$ cat config.mk
export PLATFORM = sky130hd
export DESIGN_NAME = uart_rx_core_flat
export DESIGN_NICKNAME = d
export VERILOG_FILES = /design/src/rtl/uart_rx_core_if.sv /design/src/rtl/uart_rx_core.sv /design/src/flat_wrapper.sv
export SDC_FILE = /design/constraint.sdc
export NUM_CORES = 1
export LEC_CHECK = 0
export ABC_AREA = 1
export BUFFER_PORTS_ARGS = -buffer_cell sky130_fd_sc_hd__buf_2
export CELL_PAD_IN_SITES_DETAIL_PLACEMENT = 1
export CELL_PAD_IN_SITES_GLOBAL_PLACEMENT = 1
export CORE_UTILIZATION = 40
export CTS_CLUSTER_SIZE = 24
export DETAILED_ROUTE_END_ITERATION = 6
export GPL_TIMING_DRIVEN = 0
export PLACE_DENSITY = 0.84
export SLEW_MARGIN = 20
export SYNTH_ARGS = -nofsm -noshare
export SYNTH_HDL_FRONTEND = slang
export SYNTH_SLANG_ARGS = --single-unit
$ cat constraint.sdc
create_clock -name clk_i -period 1.93 [get_ports clk_i]
set_clock_uncertainty 0.2 [all_clocks]
set_input_delay 0 -clock clk_i [delete_from_list [all_inputs] [get_ports clk_i]]
set_output_delay 0 -clock clk_i [all_outputs]
set_load 0.01 [all_outputs]
$ cat src/rtl/uart_rx_core_if.sv
// Word-delivery channel of the UART receiver: held word, error flags,
// overrun pulse and the consumer's ready.
interface uart_rx_core_if #(
  parameter int DATA_BITS = 8
);
  logic [DATA_BITS-1:0] data;
  logic                 valid;
  logic                 ready;
  logic                 frame_err;
  logic                 parity_err;
  logic                 overrun;

  modport master (
    output data, valid, frame_err, parity_err, overrun,
    input  ready
  );

  modport slave (
    input  data, valid, frame_err, parity_err, overrun,
    output ready
  );
endinterface

$ cat src/rtl/uart_rx_core.sv
// UART receiver: two-flop synchronised rx, mid-bit sampling with a fixed
// divider, configurable data/parity/stop, valid/ready holding register.
module uart_rx_core #(
  parameter int CLKS_PER_BIT = 16,
  parameter int DATA_BITS    = 8,
  parameter int PARITY       = 0,
  parameter int STOP_BITS    = 1
) (
  input  logic            clk_i,
  input  logic            reset_i,
  input  logic            rx_i,
  output logic            busy_o,
  uart_rx_core_if.master  rx_if
);

  localparam int              CW        = $clog2(CLKS_PER_BIT);
  localparam logic [CW-1:0]   HALF_LAST = CW'(CLKS_PER_BIT / 2 - 1);
  localparam logic [CW-1:0]   BIT_LAST  = CW'(CLKS_PER_BIT - 1);
  localparam logic [3:0]      DATA_LAST = 4'(DATA_BITS - 1);
  localparam logic [1:0]      STOP_LAST = 2'(STOP_BITS - 1);
  localparam bit              HAS_PAR   = (PARITY != 0);

  typedef enum logic [2:0] {S_IDLE, S_START, S_DATA, S_PAR, S_STOP} state_e;

  // Odd mode wants an odd total of ones over data plus parity, even mode an even total.
  function automatic logic parity_bad(input logic [DATA_BITS-1:0] d, input logic p);
    logic ones_odd;
    ones_odd = (^d) ^ p;
    if (PARITY == 1) begin
      parity_bad = ~ones_odd;
    end else if (PARITY == 2) begin
      parity_bad = ones_odd;
    end else begin
      parity_bad = 1'b0;
    end
  endfunction

  logic                 sync1_q, sync2_q;
  state_e               state_q;
  logic [CW-1:0]        cnt_q, cnt_d;
  logic                 tick;
  logic [3:0]           bit_q;
  logic [1:0]           stop_q;
  logic [DATA_BITS-1:0] shift_q;
  logic                 perr_q, ferr_q;
  logic [DATA_BITS-1:0] data_q;
  logic                 valid_q, frame_err_q, parity_err_q, overrun_q, busy_q;

  // Two-flop synchroniser for the asynchronous line; idles high.
  always_ff @(posedge clk_i) begin
    if (reset_i) begin
      sync1_q <= 1'b1;
      sync2_q <= 1'b1;
    end else begin
      sync1_q <= rx_i;
      sync2_q <= sync1_q;
    end
  end

  // Sample point: half a bit into the start bit, then every full bit.
  always_comb begin
    tick  = 1'b0;
    cnt_d = cnt_q;
    case (state_q)
      S_IDLE:  tick = 1'b0;
      S_START: tick = (cnt_q == HALF_LAST);
      default: tick = (cnt_q == BIT_LAST);
    endcase
    if (state_q == S_IDLE || tick) begin
      cnt_d = {CW{1'b0}};
    end else begin
      cnt_d = cnt_q + CW'(1);
    end
  end

  // Frame FSM plus the holding register it feeds.
  always_ff @(posedge clk_i) begin
    if (reset_i) begin
      state_q      <= S_IDLE;
      cnt_q        <= {CW{1'b0}};
      bit_q        <= 4'd0;
      stop_q       <= 2'd0;
      shift_q      <= {DATA_BITS{1'b0}};
      perr_q       <= 1'b0;
      ferr_q       <= 1'b0;
      data_q       <= {DATA_BITS{1'b0}};
      valid_q      <= 1'b0;
      frame_err_q  <= 1'b0;
      parity_err_q <= 1'b0;
      overrun_q    <= 1'b0;
      busy_q       <= 1'b0;
    end else begin
      cnt_q     <= cnt_d;
      overrun_q <= 1'b0;
      if (valid_q && rx_if.ready) begin
        valid_q      <= 1'b0;
        frame_err_q  <= 1'b0;
        parity_err_q <= 1'b0;
      end
      case (state_q)
        S_IDLE: begin
          if (!sync2_q) begin
            state_q <= S_START;
            busy_q  <= 1'b1;
            perr_q  <= 1'b0;
            ferr_q  <= 1'b0;
          end
        end
        S_START: begin
          if (tick) begin
            if (sync2_q) begin
              state_q <= S_IDLE;
              busy_q  <= 1'b0;
            end else begin
              state_q <= S_DATA;
              bit_q   <= 4'd0;
            end
          end
        end
        S_DATA: begin
          if (tick) begin
            shift_q <= {sync2_q, shift_q[DATA_BITS-1:1]};
            if (bit_q == DATA_LAST) begin
              state_q <= HAS_PAR ? S_PAR : S_STOP;
              stop_q  <= 2'd0;
            end else begin
              bit_q <= bit_q + 4'd1;
            end
          end
        end
        S_PAR: begin
          if (tick) begin
            perr_q  <= parity_bad(shift_q, sync2_q);
            state_q <= S_STOP;
          end
        end
        S_STOP: begin
          if (tick) begin
            if (!sync2_q) begin
              ferr_q <= 1'b1;
            end
            if (stop_q == STOP_LAST) begin
              // Leave mid-stop-bit so a following start edge is not missed.
              state_q <= S_IDLE;
              busy_q  <= 1'b0;
              if (!valid_q || rx_if.ready) begin
                data_q       <= shift_q;
                frame_err_q  <= ferr_q | ~sync2_q;
                parity_err_q <= perr_q;
                valid_q      <= 1'b1;
              end else begin
                overrun_q <= 1'b1;
              end
            end else begin
              stop_q <= stop_q + 2'd1;
            end
          end
        end
        default: begin
          state_q <= S_IDLE;
          busy_q  <= 1'b0;
        end
      endcase
    end
  end

  assign rx_if.data       = data_q;
  assign rx_if.valid      = valid_q;
  assign rx_if.frame_err  = frame_err_q;
  assign rx_if.parity_err = parity_err_q;
  assign rx_if.overrun    = overrun_q;
  assign busy_o           = busy_q;

endmodule

$ cat src/flat_wrapper.sv
// flat-port wrapper written by rule: the top's interface ports become plain ports
module uart_rx_core_flat 
#(
  parameter int CLKS_PER_BIT = 16,
  parameter int DATA_BITS    = 8,
  parameter int PARITY       = 0,
  parameter int STOP_BITS    = 1
)
  (clk_i, reset_i, rx_i, busy_o, rx_if_data, rx_if_valid, rx_if_frame_err, rx_if_parity_err, rx_if_overrun, rx_if_ready);
  uart_rx_core_if #(.DATA_BITS(DATA_BITS)) rx_if_i ();
  input  logic clk_i;
  input  logic reset_i;
  input  logic rx_i;
  output logic busy_o;
  output wire logic [$bits(rx_if_i.data)-1:0] rx_if_data;
  output wire logic [$bits(rx_if_i.valid)-1:0] rx_if_valid;
  output wire logic [$bits(rx_if_i.frame_err)-1:0] rx_if_frame_err;
  output wire logic [$bits(rx_if_i.parity_err)-1:0] rx_if_parity_err;
  output wire logic [$bits(rx_if_i.overrun)-1:0] rx_if_overrun;
  input wire logic [$bits(rx_if_i.ready)-1:0] rx_if_ready;
  assign rx_if_data = rx_if_i.data;
  assign rx_if_valid = rx_if_i.valid;
  assign rx_if_frame_err = rx_if_i.frame_err;
  assign rx_if_parity_err = rx_if_i.parity_err;
  assign rx_if_overrun = rx_if_i.overrun;
  assign rx_if_i.ready = rx_if_ready;
  uart_rx_core #(.CLKS_PER_BIT(CLKS_PER_BIT), .DATA_BITS(DATA_BITS), .PARITY(PARITY), .STOP_BITS(STOP_BITS)) u_core (.clk_i(clk_i), .reset_i(reset_i), .rx_i(rx_i), .busy_o(busy_o), .rx_if(rx_if_i));
endmodule
==> flow_summary.yaml <==
critical_path:
  path_cells: "ha_1 -> nand2_2 -> inv_2 -> nand3_2 -> nand2_2 -> nand2_1 -> nor2_1 -> nand3_1 -> nand3_1 -> inv_1"
  cp.required_ns: 1.92
  worst_r2r_startpoint: "u_core.cnt_q[0]$_SDFF_PP0_"
  start_kind: "register"
  cp-end-kind: "register"
  reg2reg_to: "u_core.state_q[1]$_SDFFE_PP0P_"
  slowest_stage: "dfxtp_1"
  critical_path.max_stage_delay_ns: 0.36
  arrival_ns: 1.75
  cp_max_fo: 5
  worstSetupPathType: "reg -> reg"
  reg2reg_depth: 10
  reg2reg_slack_ns: 0.17
timing:
  finalCriticalPeriod_ns: 1.76
  slew_headroom_pct: 67.9
  hold_viol_final: 0
  grt_setup_unrepaired: "no"
  max_freq_mhz: 567
  tightest_slew_ns: 0.482
  fin_setup_tns_ns: 0
  finalCritPeriodShare_pct: 91.4
  setup-violations-final: 0
  finalMaxSlewViolations: 0
hold_path:
  holdCritStartpoint: "u_core.sync1_q$_SDFF_PP1_"
  whs_endpoint: "u_core.sync2_q$_SDFF_PP1_"
  whs_path_depth: 1
  min_path_type: "reg -> reg"
run_status:
  status: "finished, final reports clean"
yosys:
  async_flop_share_pct: 0
  ys.flop_type: "dfxtp_1"
  syn_nets: 238
  syn_area_per_cell_um2: 7.23
  synth_area_mm2: 0.00167
  synth_area_leaders: "dfxtp_1, nand2_1, nor2_1, nand3_1, inv_1"
  synth_most_common_cell: "nand2_1"
  synth_top_area_share_pct: 44.3
  seq_area_frac_synth_pct: 44.3
  synth_top_cell_by_area: "dfxtp_1"
  yosysWarnings: 0
  synth-edff-count: 0
  ys_seq_elements: 37
  synth_cell_types: 25
  synth_common_cells: "nand2_1, nor2_1, dfxtp_1"
  netlist_instances: 231
cts:
  cts_setup_buffers: 0
  cts_tree: "done"
  clock_latency_ns: 0.29
  cts_buffers: 5
  cts_max_level: 2
  clk_path_buf_depth: 2
  numClockSinks: 37
  cts-root-buf: "clkbuf_8"
  path_clk_slew_ns: 0.07
die:
  core_mm2: 0.00400
  initial_core_util_pct: 41.8
  die_w_um: 66.6
  die-area_mm2: 0.00444
  die_y_um: 66.6
  rows: 23
  io_pins: 17
routing:
  detail_route.wl_per_cell_um: 12.7
  drc: 0
  via_per_inst: 5.00
  vias: 1531
  drt_wl_total_um: 3890
  ant_nets: 0
  drtPass1Iterations: 4
  drtIter0Drc: 83
placement:
  portBuffers: 15
  placed_cell_area_mm2: 0.00181
  dp_hpwl_um: 2920
  place_congestion: 0.811
global_routing:
  grt_overflow: 0
  grt_pass1_wl_um: 6490
  grt_max_degree: 12
  antenna_found_initial: 0
  grt.total_usage_pct: 19.6
  grt_pass1_vias: 1465
pwr:
  leakage_nw: 0.899
  powerDensity_mw_per_mm2: 852
  ir_drop_uv: 440
job:
  cap_violations: 0
finish:
  drive_gt1_share_pct: 18.4
  fin_util_pct: 48.6
  area_growth_pct: 16.4
  fin_area_mm2: 0.00194
  fin_nets: 263
  antenna_cells: 0
-- layout make-up --
| class | count | area, um2 |
|---|---|---|
| fillers | 526 | 2060 |
| multi-input cells | 160 | 793 |
| flip-flops and latches | 37 | 741 |
| repair buffers | 18 | 105 |
| inverters | 28 | 105 |
| clock buffers | 5 | 68.8 |
| well taps | 50 | 62.6 |
| clock inverters | 2 | 35.0 |
| plain buffers | 6 | 33.8 |
-- critical path: cells and delay by family, from the launching register on --
family | cells | cell delay [ns]
simple gates | 7 | 0.77
flops | 1 | 0.36
fa+ha+maj | 1 | 0.20
buf+inv | 2 | 0.14
-- worst max-delay path by stage --
| stage | start | end | slack, ns |
|---|---|---|---|
| finish | u_core.cnt_q[0]$_SDFF_PP0_ | u_core.state_q[1]$_SDFFE_PP0P_ | 0.17 |
| floorplan | u_core.cnt_q[0]$_SDFF_PP0_ | u_core.state_q[1]$_SDFFE_PP0P_ | 0.36 |
| global route | u_core.bit_q[0]$_SDFFE_PP0P_ | u_core.stop_q[0]$_SDFFE_PP0P_ | 0.03 |
| global placement | u_core.cnt_q[0]$_SDFF_PP0_ | u_core.bit_q[3]$_SDFFE_PP0P_ | 0.14 |
| CTS | u_core.cnt_q[0]$_SDFF_PP0_ | u_core.state_q[1]$_SDFFE_PP0P_ | 0.06 |
| detailed placement | u_core.cnt_q[0]$_SDFF_PP0_ | u_core.bit_q[3]$_SDFFE_PP0P_ | 0.08 |
-- cells by family (layout without fill, tap and decap cells) --
group,Yosys count,in the layout,synth area share [%]
and+or+nand+nor,128,128,35.7
DFF,37,37,44.3
buffers and inverters,34,59,8.31
AOI/OAI and AO/OA,27,27,8.31
adders and majority gates,3,3,2.25
xor gates and xnor gates,2,2,1.05
-- metrics by stage --
stage | setup slack, ns | power [mW] | hold WS (ns) | instances
floorplan | 0.364 | 0.965 | -0.0962 | 231
global placement | 0.145 | 1.01 | -0.0185 | 296
detailed placement | 0.0825 | 1.02 | -0.0147 | 296
CTS | 0.0624 | 1.67 | 0.217 | 306
global route | 0.0285 | 1.74 | 0.230 | 306
finish | 0.166 | 1.66 | 0.211 | 306
-- sequential cells by signal (all words and copies together), names as in the netlist --
signal                   cells
u_core.busy_o                1
u_core.rx_if.frame_err       1
u_core.cnt_q                 4
u_core.rx_if.data            8
u_core.shift_q               8
u_core.sync2_q               1
u_core.ferr_q                1
u_core.sync1_q               1
u_core.rx_if.overrun         1
u_core.bit_q                 4
u_core.stop_q                2
u_core.rx_if.valid           1
u_core.rx_if.parity_err      1
u_core.state_q               3
-- power by group --
| group | internal [mW] | switching [mW] | total (mW) |
|---|---|---|---|
| clock | 0.376 | 0.278 | 0.654 |
| sequential | 0.784 | 0.0143 | 0.798 |
| combinational | 0.0645 | 0.139 | 0.204 |
-- layout by cell type (no fill, tap or decap) --
cell / count
nor3b_2: 1
o21ai_0: 9
a21oi_1: 15
nand4_1: 8
nor2_1: 38
ha_1: 3
buf_4: 3
clkbuf_8: 5
nor3_1: 1
bufinv_16: 1
nand3_2: 3
nand3_1: 18
nor2_2: 4
nor3b_1: 1
clkbuf_1: 3
xor2_1: 2
o21ai_1: 2
nand2_1: 45
or2_2: 2
dlygate4sd3_1: 3
and3_1: 1
inv_1: 22
clkinv_2: 1
inv_2: 6
dfxtp_1: 37
buf_2: 15
o2111ai_1: 1
nor2_4: 1
nand4_2: 1
nand2_2: 4
-- metal layers --
metal | GRT usage, % | routed length, um | up-vias
li1 | - | - | 785
met1 | 24.1 | 1810 | 729
met2 | 33.3 | 1950 | 12
met3 | 4.62 | 83 | 5
met4 | 6.38 | 53 | 0
met5 | 0 | 0 | -
-- timing repair --
item	CTS	global route
hold buffers	3	0
gates resized for setup	0	2
setup endpoints to repair	0	5
hold endpoints to repair	9	0
Note: power is estimated with default switching activity, not from simulation.
